`src/rtl/alu_arbiter.sv`:
```
// Two-port arbiter in front of a shared combinational ALU: it grants one requester, drives the
// ALU from registered operands, and holds the captured result until the winner takes it.
module alu_arbiter #(
  parameter int unsigned DATA_W = 32,
  parameter int unsigned OP_W   = 4,
  parameter int unsigned OPC_W  = 6,
  parameter int unsigned FAIR   = 1
) (
  input  logic              clk,
  input  logic              reset,
  input  logic              r0_valid,
  output logic              r0_ready,
  input  logic [DATA_W-1:0] r0_A,
  input  logic [DATA_W-1:0] r0_B,
  input  logic [OP_W-1:0]   r0_op,
  input  logic [OPC_W-1:0]  r0_opcode,
  output logic              r0_rsp_valid,
  input  logic              r0_rsp_ready,
  input  logic              r1_valid,
  output logic              r1_ready,
  input  logic [DATA_W-1:0] r1_A,
  input  logic [DATA_W-1:0] r1_B,
  input  logic [OP_W-1:0]   r1_op,
  input  logic [OPC_W-1:0]  r1_opcode,
  output logic              r1_rsp_valid,
  input  logic              r1_rsp_ready,
  output logic [DATA_W-1:0] rsp_result,
  output logic              rsp_zero,
  output logic              rsp_sign,
  output logic [DATA_W-1:0] alu_A,
  output logic [DATA_W-1:0] alu_B,
  output logic [OP_W-1:0]   alu_op,
  output logic [OPC_W-1:0]  alu_opcode,
  input  logic [DATA_W-1:0] alu_result,
  input  logic              alu_zero,
  input  logic              alu_sign,
  output logic              busy
);

  typedef enum logic [1:0] {StIdle, StIssue, StResp} state_e;

  state_e state_q, state_d;
  logic   gnt_q;   // port currently owning the ALU
  logic   last_q;  // most recent grant, drives round-robin
  logic   grant;
  logic   accept;

  always_comb begin
    if (r0_valid && r1_valid) begin
      grant = (FAIR != 0) ? ~last_q : 1'b0;
    end else begin
      grant = r1_valid;
    end
    accept   = (state_q == StIdle) && (r0_valid || r1_valid);
    r0_ready = accept && !grant;
    r1_ready = accept && grant;

    state_d = state_q;
    unique case (state_q)
      StIdle:  if (accept) state_d = StIssue;
      StIssue: state_d = StResp;
      StResp:  if (gnt_q ? r1_rsp_ready : r0_rsp_ready) state_d = StIdle;
      default: state_d = StIdle;
    endcase
  end

  assign busy = (state_q != StIdle);

  always_ff @(posedge clk or posedge reset) begin
    if (reset) begin
      state_q      <= StIdle;
      gnt_q        <= 1'b0;
      last_q       <= 1'b1;
      alu_A        <= '0;
      alu_B        <= '0;
      alu_op       <= '0;
      alu_opcode   <= '0;
      rsp_result   <= '0;
      rsp_zero     <= 1'b0;
      rsp_sign     <= 1'b0;
      r0_rsp_valid <= 1'b0;
      r1_rsp_valid <= 1'b0;
    end else begin
      state_q <= state_d;
      if (accept) begin
        gnt_q      <= grant;
        last_q     <= grant;
        alu_A      <= grant ? r1_A : r0_A;
        alu_B      <= grant ? r1_B : r0_B;
        alu_op     <= grant ? r1_op : r0_op;
        alu_opcode <= grant ? r1_opcode : r0_opcode;
      end
      if (state_q == StIssue) begin
        rsp_result   <= alu_result;
        rsp_zero     <= alu_zero;
        rsp_sign     <= alu_sign;
        r0_rsp_valid <= !gnt_q;
        r1_rsp_valid <= gnt_q;
      end
      if (state_q == StResp && state_d == StIdle) begin
        r0_rsp_valid <= 1'b0;
        r1_rsp_valid <= 1'b0;
      end
    end
  end

endmodule

```
`config.mk`:
```
export PLATFORM = sky130hd
export DESIGN_NAME = alu_arbiter
export DESIGN_NICKNAME = d
export VERILOG_FILES = /design/src/rtl/alu_arbiter.sv
export SDC_FILE = /design/constraint.sdc
export NUM_CORES = 1
export LEC_CHECK = 0
export CAP_MARGIN = 20
export CORE_MARGIN = 4
export CORE_UTILIZATION = 34
export CTS_CLUSTER_DIAMETER = 100
export DETAILED_ROUTE_END_ITERATION = 7
export GPL_TIMING_DRIVEN = 0
export PLACE_DENSITY = 0.78
export SLEW_MARGIN = 30
export SYNTH_ARGS = -nofsm -noshare
export SYNTH_HDL_FRONTEND = slang
export SYNTH_SLANG_ARGS = --single-unit
```
`constraint.sdc`:
```
create_clock -name clk -period 4 [get_ports clk]
set_input_delay 1.2 -clock clk [delete_from_list [all_inputs] [get_ports clk]]
set_output_delay 1.2 -clock clk [all_outputs]
set_load 0.02 [all_outputs]
```
# ---- Word-level counts from Yosys, hierarchy flattened
# Cells that the tools add are included.
dict set report word_totals {
  reg_bits 114
  in_bits 188
  output_inout_bits 113
}
dict set report op_classes {
  eq_ne 2
  muxes 13
  n_bitwise 1
  n_reduce_logical 12
}
# op n
set ops {}
lappend ops {{$mux W32} 2}
lappend ops {{$mux W1} 6}
lappend ops {{$mux W6} 1}
lappend ops {{$pmux W2 S3} 1}
lappend ops {{$logic_and A1 B1 Y1} 5}
lappend ops {{$logic_not A2 Y1} 2}
lappend ops {{$mux W2} 2}
lappend ops {{$mux W4} 1}
lappend ops {{$reduce_bool A2 Y1} 2}
lappend ops {{$eq A2 B1 Y1 const B} 1}
lappend ops {{$eq A2 B2 Y1 const B} 1}
lappend ops {{$logic_not A1 Y1} 2}
lappend ops {{$logic_or A1 B1 Y1} 1}
lappend ops {{$not A1 Y1} 1}

# ---- Logic depth before layout (Yosys ltp)
# Gate-level depths: netlist of run 1.
dict set report depth {
  depth_word 7
  depth_mapped 6
  ltp_nobuf 4
}

# ---- Worst setup path after synthesis of run 1
# OpenSTA, ideal clock, no wires.
dict set report synth_timing {
  path_type {input -> output}
  from {in r1_valid}
  to {out r0_ready}
  arrival_ps 1824
  required_ps 2800
  path_slack_ps 976
  stages 3
  path_buffers 1
  cell_sequence {nand2b_1 -> and3_4 -> clkbuf_1}
}
dict set report synth_via {
  elab_chain_len 4
  elab_cells_between_ends 6
  cone_classes {1 x mux; 5 x reduce/logical}
}
# element line
set synth_lines {}
lappend synth_lines {{from (decl)} 19} ;# input logic r1_valid,
lappend synth_lines {{$logic_and A1 B1 Y1} 49} ;# if (r0_valid && r1_valid) begin
lappend synth_lines {{$mux W1} 49}
lappend synth_lines {{$logic_not A1 Y1} 55} ;# r0_ready = accept && !grant;
lappend synth_lines {{$logic_and A1 B1 Y1 *} 55}
lappend synth_lines {{to (decl)} 12} ;# output logic r0_ready,
# Mark *: on every way between the ends. The rest lies on a longest branch, timed or not.

# ---- Final worst setup path of run 1
dict set report layout_timing {
  from {in r0_valid}
  to {out r1_ready}
}
dict set report layout_via {
  elab_chain_len 3
  elab_cells_between_ends 5
  cone_classes {1 x mux; 4 x reduce/logical}
}
# element line
set layout_lines {}
lappend layout_lines {{from (decl)} 11} ;# input logic r0_valid,
lappend layout_lines {{$logic_and A1 B1 Y1 or $logic_or A1 B1 Y1 (tied branches)} {49, 54}}
lappend layout_lines {{$mux W1 or $logic_and A1 B1 Y1 (tied branches)} {49, 54}}
lappend layout_lines {{$logic_and A1 B1 Y1 *} 56} ;# r1_ready = accept && grant;
lappend layout_lines {{to (decl)} 20} ;# output logic r1_ready,
# Marks and branches as above.

==> results of run 1 <==
## state kept, by name (all words and copies together) (netlist names)
name          flops
rsp_zero          1
state_q           2
alu_opcode        6
r1_rsp_valid      1
gnt_q             1
rsp_sign          1
alu_B            32
alu_op            4
rsp_result       32
last_q            1
alu_A            32
r0_rsp_valid      1
## worst max-delay path: stages
cell and delay [ns]:
clkdlybuf4s50_1 0.47, nand2_1 0.08, and3_1 0.14, clkbuf_2 0.18, buf_2 0.27, dlygate4sd2_1 0.37
## per-stage QoR
| stage | setup WS, ns | std cells |
|---|---|---|
| 2_1_floorplan | 0.9760 | 358 |
| 3_3_place_gp | -0.1599 | 838 |
| 3_5_place_dp | -0.1927 | 842 |
| 4_1_cts | 0.1135 | 873 |
| 5_1_grt | 0.0007361 | 873 |
| 6_report | 0.08977 | 873 |
## final timing paths
kind / to / startpoint / cells past startpoint / slack, ns
min in group asynchronous: rsp_result[18] / reset / 2 / 1.11
worst max register to register: alu_A[2] / last_q / 6 / 2.32
worst min-delay path: rsp_result[20] / rsp_result[20] / 1 / 0.50
worst max-delay path: r1_ready / r0_valid / 6 / 0.09
worst min register to register: rsp_result[20] / rsp_result[20] / 1 / 0.50
max in group asynchronous: last_q / reset / 5 / 1.99
## cells by family after synthesis
| group | after synthesis | share of synthesized area (%) |
|---|---|---|
| muxes | 34 | 7.820 |
| buffers and inverters | 41 | 4.600 |
| DFF | 114 | 58.29 |
| AOI/OAI and AO/OA | 159 | 28.03 |
| and+or+nand+nor | 10 | 1.252 |
## cells in the mapped netlist (3+ instances only)
master / n
dfrtp_1: 113
inv_1: 3
buf_2: 20
mux2_2: 34
a21oi_1: 3
o21a_1: 74
clkbuf_1: 9
a221o_1: 74
buf_6: 6
a21o_1: 5
nor2b_1: 3
## cell type report
| cell class | instances | area, sq um | area share (%) |
|---|---|---|---|
| Buffer | 36 | 206.4 | 2.342 |
| Tap cell | 180 | 225.2 | 2.555 |
| Timing Repair Buffer | 304 | 3089 | 35.05 |
| Clock buffer | 21 | 470.5 | 5.337 |
| Clock inverter | 11 | 133.9 | 1.519 |
| Sequential cell | 114 | 2854 | 32.38 |
| Multi-Input combinational cell | 203 | 1817 | 20.61 |
| Inverter | 4 | 18.77 | 0.2129 |
## per-layer routing
layer  wire length, um  up-vias
li1                  -     2059
met1              6964     2258
met2              9310      221
met3              1419       31
met4               445        2
met5                13        -
## where the power goes
group | total [uW] | switching (uW) | internal, uW
sequential | 2080 | 340 | 1740
combinational | 3830 | 1820 | 2010
clock | 1530 | 506 | 1020
total | 7440 | 2670 | 4770
==> reports/results.ini, run 1 <==
[synth]
synth_flop_cell=dfrtp_1
synthArstFlopShare_pct=100.0
yosysTopAreaCellShare_pct=57.76
yosys.area.top_type=dfrtp_1
synth_area_sq_um=4896
yosysSeqAreaShare_pct=58.29
ys_top_cells_by_area=dfrtp_1 58%, a221o_1 15%, o21a_1 11%, mux2_2 7.8%, buf_2 2.0%
syn_inst=358
ys_seq_elements=114
synth_cell_types=25
yosysWarnings=0
syn_avg_cell_area_sq_um=13.68
synth_edf_count=0
syn_nets=546

[routing]
drc=0
vias=4571
first_pass_iters=4
wl_per_cell_um=20.79
ant_nets=0
drtIter0Drc=211
vias_per_cell=5.236
routed_wl_mm=18.15

[min_path]
min_path_type=register to register

[grt]
grt_use_total_pct=22.21
grt_max_degree=31
busiest_layer=met2
antenna_found_initial=1
grt_pass1_wl_mm=28.01
grt-ovfl-total=0
met2_usage_pct=37.71
use_met3_pct=7.375
grt_pass1_vias=5103
use_met1_pct=25.68

[worst_setup_path]
crit_required_ns=2.80
critical_path.endpoint_type=output pin
start_kind=input pin
path_class=input pin to output pin
critPathMaxFanout=10
worstPathArrival_ns=2.71

[die]
dieArea_sq_um=16380
rows=43
die_height_um=128
initial_core_util_pct=35.00
core_sq_um=13990
die_w_um=128
io_pins=301

[cells_and_area]
final_common_cell=clkdlybuf4s50_1
layout-drive-gt1-share_pct=14.57
antenna_cells=0
fillers=1130
nNetsFinal=868
final_cell_mix=299 x clkdlybuf4s50_1, 113 x dfrtp_1, 74 x o21a_1, 74 x a221o_1, 34 x mux2_2
area_growth_syn_to_layout_pct=80.04
post-route-util_pct=63.01
final_area_sq_um=8815

[pwr]
fin_total_pwr_uw=7440
pwr_density_cell_nw_per_um2=844.0
ir_drop_mv=0.4893
leakage_uw=0.003681

[timing]
skew_ns=0.008382
hold_ws_ns=0.5026
fin_crit_sh_pct=97.76
tightest_slew_ns=0.6010
max_slew_margin_pct=59.93
setup_violations=0
rsz0062_at_grt=no
hold_violations=0
min_period_ns=3.910
clock.fmax_mhz=255.7
setup_tns_ns=0
drv_slew=0

[clock_network]
cts_setup_buffers=0
numCtsBuffers=17
root_buffer=clkbuf_16
cts_sinks=114
cts-resized-gates=1
clk_latency_ns=0.40
htreeDepth=4
clk_pin_slew_ns=0.05
clockBufferDepth=2
holdBufCountCts=0
cts_tree=yes

[placement]
place_area_sq_um=8215
hpwlAfterDp_mm=13.97
gp_congestion=0.8440
portBuffers=300

[outcome]
status=finished clean

[run]
maxCapViolCount=0

Power figures use the tool's default switching activity.
==> run 2, diff against run 1 <==
--- a/config.mk
+++ b/config.mk
@@ -12,7 +12,7 @@
 export DETAILED_ROUTE_END_ITERATION = 7
 export GPL_TIMING_DRIVEN = 0
 export PLACE_DENSITY = 0.78
-export SLEW_MARGIN = 30
+export SLEW_MARGIN = 15
 export SYNTH_ARGS = -nofsm -noshare
 export SYNTH_HDL_FRONTEND = slang
 export SYNTH_SLANG_ARGS = --single-unit
==> reports/results.ini, run 2 (same netlist as run 1, synthesis figures left out) <==
[placement]
gp_congestion=0.8440
portBuffers=300
hpwlAfterDp_mm=13.92
place_inst=841
dp_slack_ns=-0.2102

[cells_and_area]
antenna_cells=0
final_cell_mix=299 x clkdlybuf4s50_1, 113 x dfrtp_1, 74 x o21a_1, 74 x a221o_1, 34 x mux2_2
post-route-util_pct=62.34
fillers=1113
final_common_cell=clkdlybuf4s50_1
reg.largest.list=alu_A: 32 flops, alu_B: 32 flops, rsp_result: 32 flops
layout-drive-gt1-share_pct=13.58
area_growth_syn_to_layout_pct=78.12
fin_cells=872
nNetsFinal=867

[clock_network]
clk_latency_ns=0.40
cts_sinks=114
clockBufferDepth=2
cts-resized-gates=1
cts_setup_buffers=0
numCtsBuffers=17
holdBufCountCts=0
root_buffer=clkbuf_16
htreeDepth=4
cts_tree=yes
clk_pin_slew_ns=0.05

[routing]
drc=0
first_pass_iters=6
vias_per_cell=5.252
drtIter0Drc=283
wl_per_cell_um=20.65
ant_nets=0
vias=4580
routed_wl_mm=18.00

[worst_setup_path]
reg2reg_to=alu_A[13]
rrSetupSlack_ns=2.35
r2r-start=last_q
crit_required_ns=2.80
r2r_cells=6
start_kind=input pin
critical_path.endpoint_type=output pin
path_class=input pin to output pin
critPathMaxFanout=10
worstPathArrival_ns=2.68

[timing]
setup_ws_ns=0.1175
rsz0062_at_grt=no
max_slew_margin_pct=59.61
skew_ns=0.007468
min_period_ns=3.883
tightest_slew_ns=0.6059
hold_ws_ns=0.5045
clock.fmax_mhz=257.6
fin_crit_sh_pct=97.06
hold_violations=0
setup_violations=0
setup_tns_ns=0
drv_slew=0

[die]
rows=43
initial_core_util_pct=35.00
io_pins=301
dieArea_sq_um=16380
die_height_um=128
die_w_um=128
core_sq_um=13990

[pwr]
pwr_density_cell_nw_per_um2=833.8
ir_drop_mv=0.4038
leakage_uw=0.003620

[grt]
grt-ovfl-total=0
grt_pass1_wl_mm=27.62
antenna_found_initial=1
grt_use_total_pct=21.80
grt_pass1_vias=5066
grt_max_degree=38

[min_path]
min_path_type=register to register
holdPathEnd=rsp_result[28]
hp-start=rsp_result[28]
whs_path_depth=1

[outcome]
status=finished clean

[run]
maxCapViolCount=0

==> run 2: cell types whose count changed in the layout (fill, tap and decap cells not counted) <==
cell / before / now
bufinv_16: 3 / 1
clkbuf_8: 3 / 1
clkinvlp_4: 1 / 3
clkinv_2: 7 / 4
clkbuf_1: 9 / 15
clkinv_4: 1 / 0
buf_12: 3 / 2
==> run 2: metrics by stage <==
step | cell area [sq um] | total power (uW)
floorplan | 4900 | 4143
global placement | 8128 | 5814
detailed placement | 8195 | 5932
CTS | 8721 | 7345
global route | 8721 | 7657
finish | 8721 | 7271
==> run 2: report_power, final <==
| part | switching [uW] | internal (uW) | total, uW |
|---|---|---|---|
| combinational | 1820 | 2010 | 3830 |
| sequential | 337 | 1740 | 2080 |
| clock | 500 | 865 | 1370 |
==> run 2: critical path: stages <==
cell             delay [ns]
clkdlybuf4s50_1        0.47
nand2_1                0.08
and3_1                 0.14
clkbuf_2               0.17
buf_2                  0.25
dlygate4sd2_1          0.37
==> run 2: metal layers <==
metal	part of all wire, %	wire length, um	global-route usage [%]
met3	8.1	1462	7.250
met2	51	9211	37.43
met4	2.7	486	8.489
met5	0.072	13	0
met1	38	6830	25.14
==> run 2: final cells by class <==
class	count	area [sq um]	share of cell area, %
sequential	114	2854	32.73
tap	180	225.2	2.582
inverter	4	18.77	0.2152
buffer	36	206.4	2.367
clock buffer	25	465.4	5.337
multi-input combinational	203	1817	20.83
timing repair buffer	303	3069	35.19
clock inverter	7	65.06	0.7461
==> run 2: worst max-delay path by stage <==
stage | from | endpoint | slack [ns] | cells past startpoint
after floorplan | r1_valid | r0_ready | 0.98 | 3
after global placement | r0_valid | r1_ready | -0.16 | 6
after detailed placement | r1_valid | r0_ready | -0.21 | 5
after CTS | r0_valid | r1_ready | 0.09 | 6
after global routing | r0_valid | r1_ready | 0.007 | 6
final | r0_valid | r1_ready | 0.12 | 6
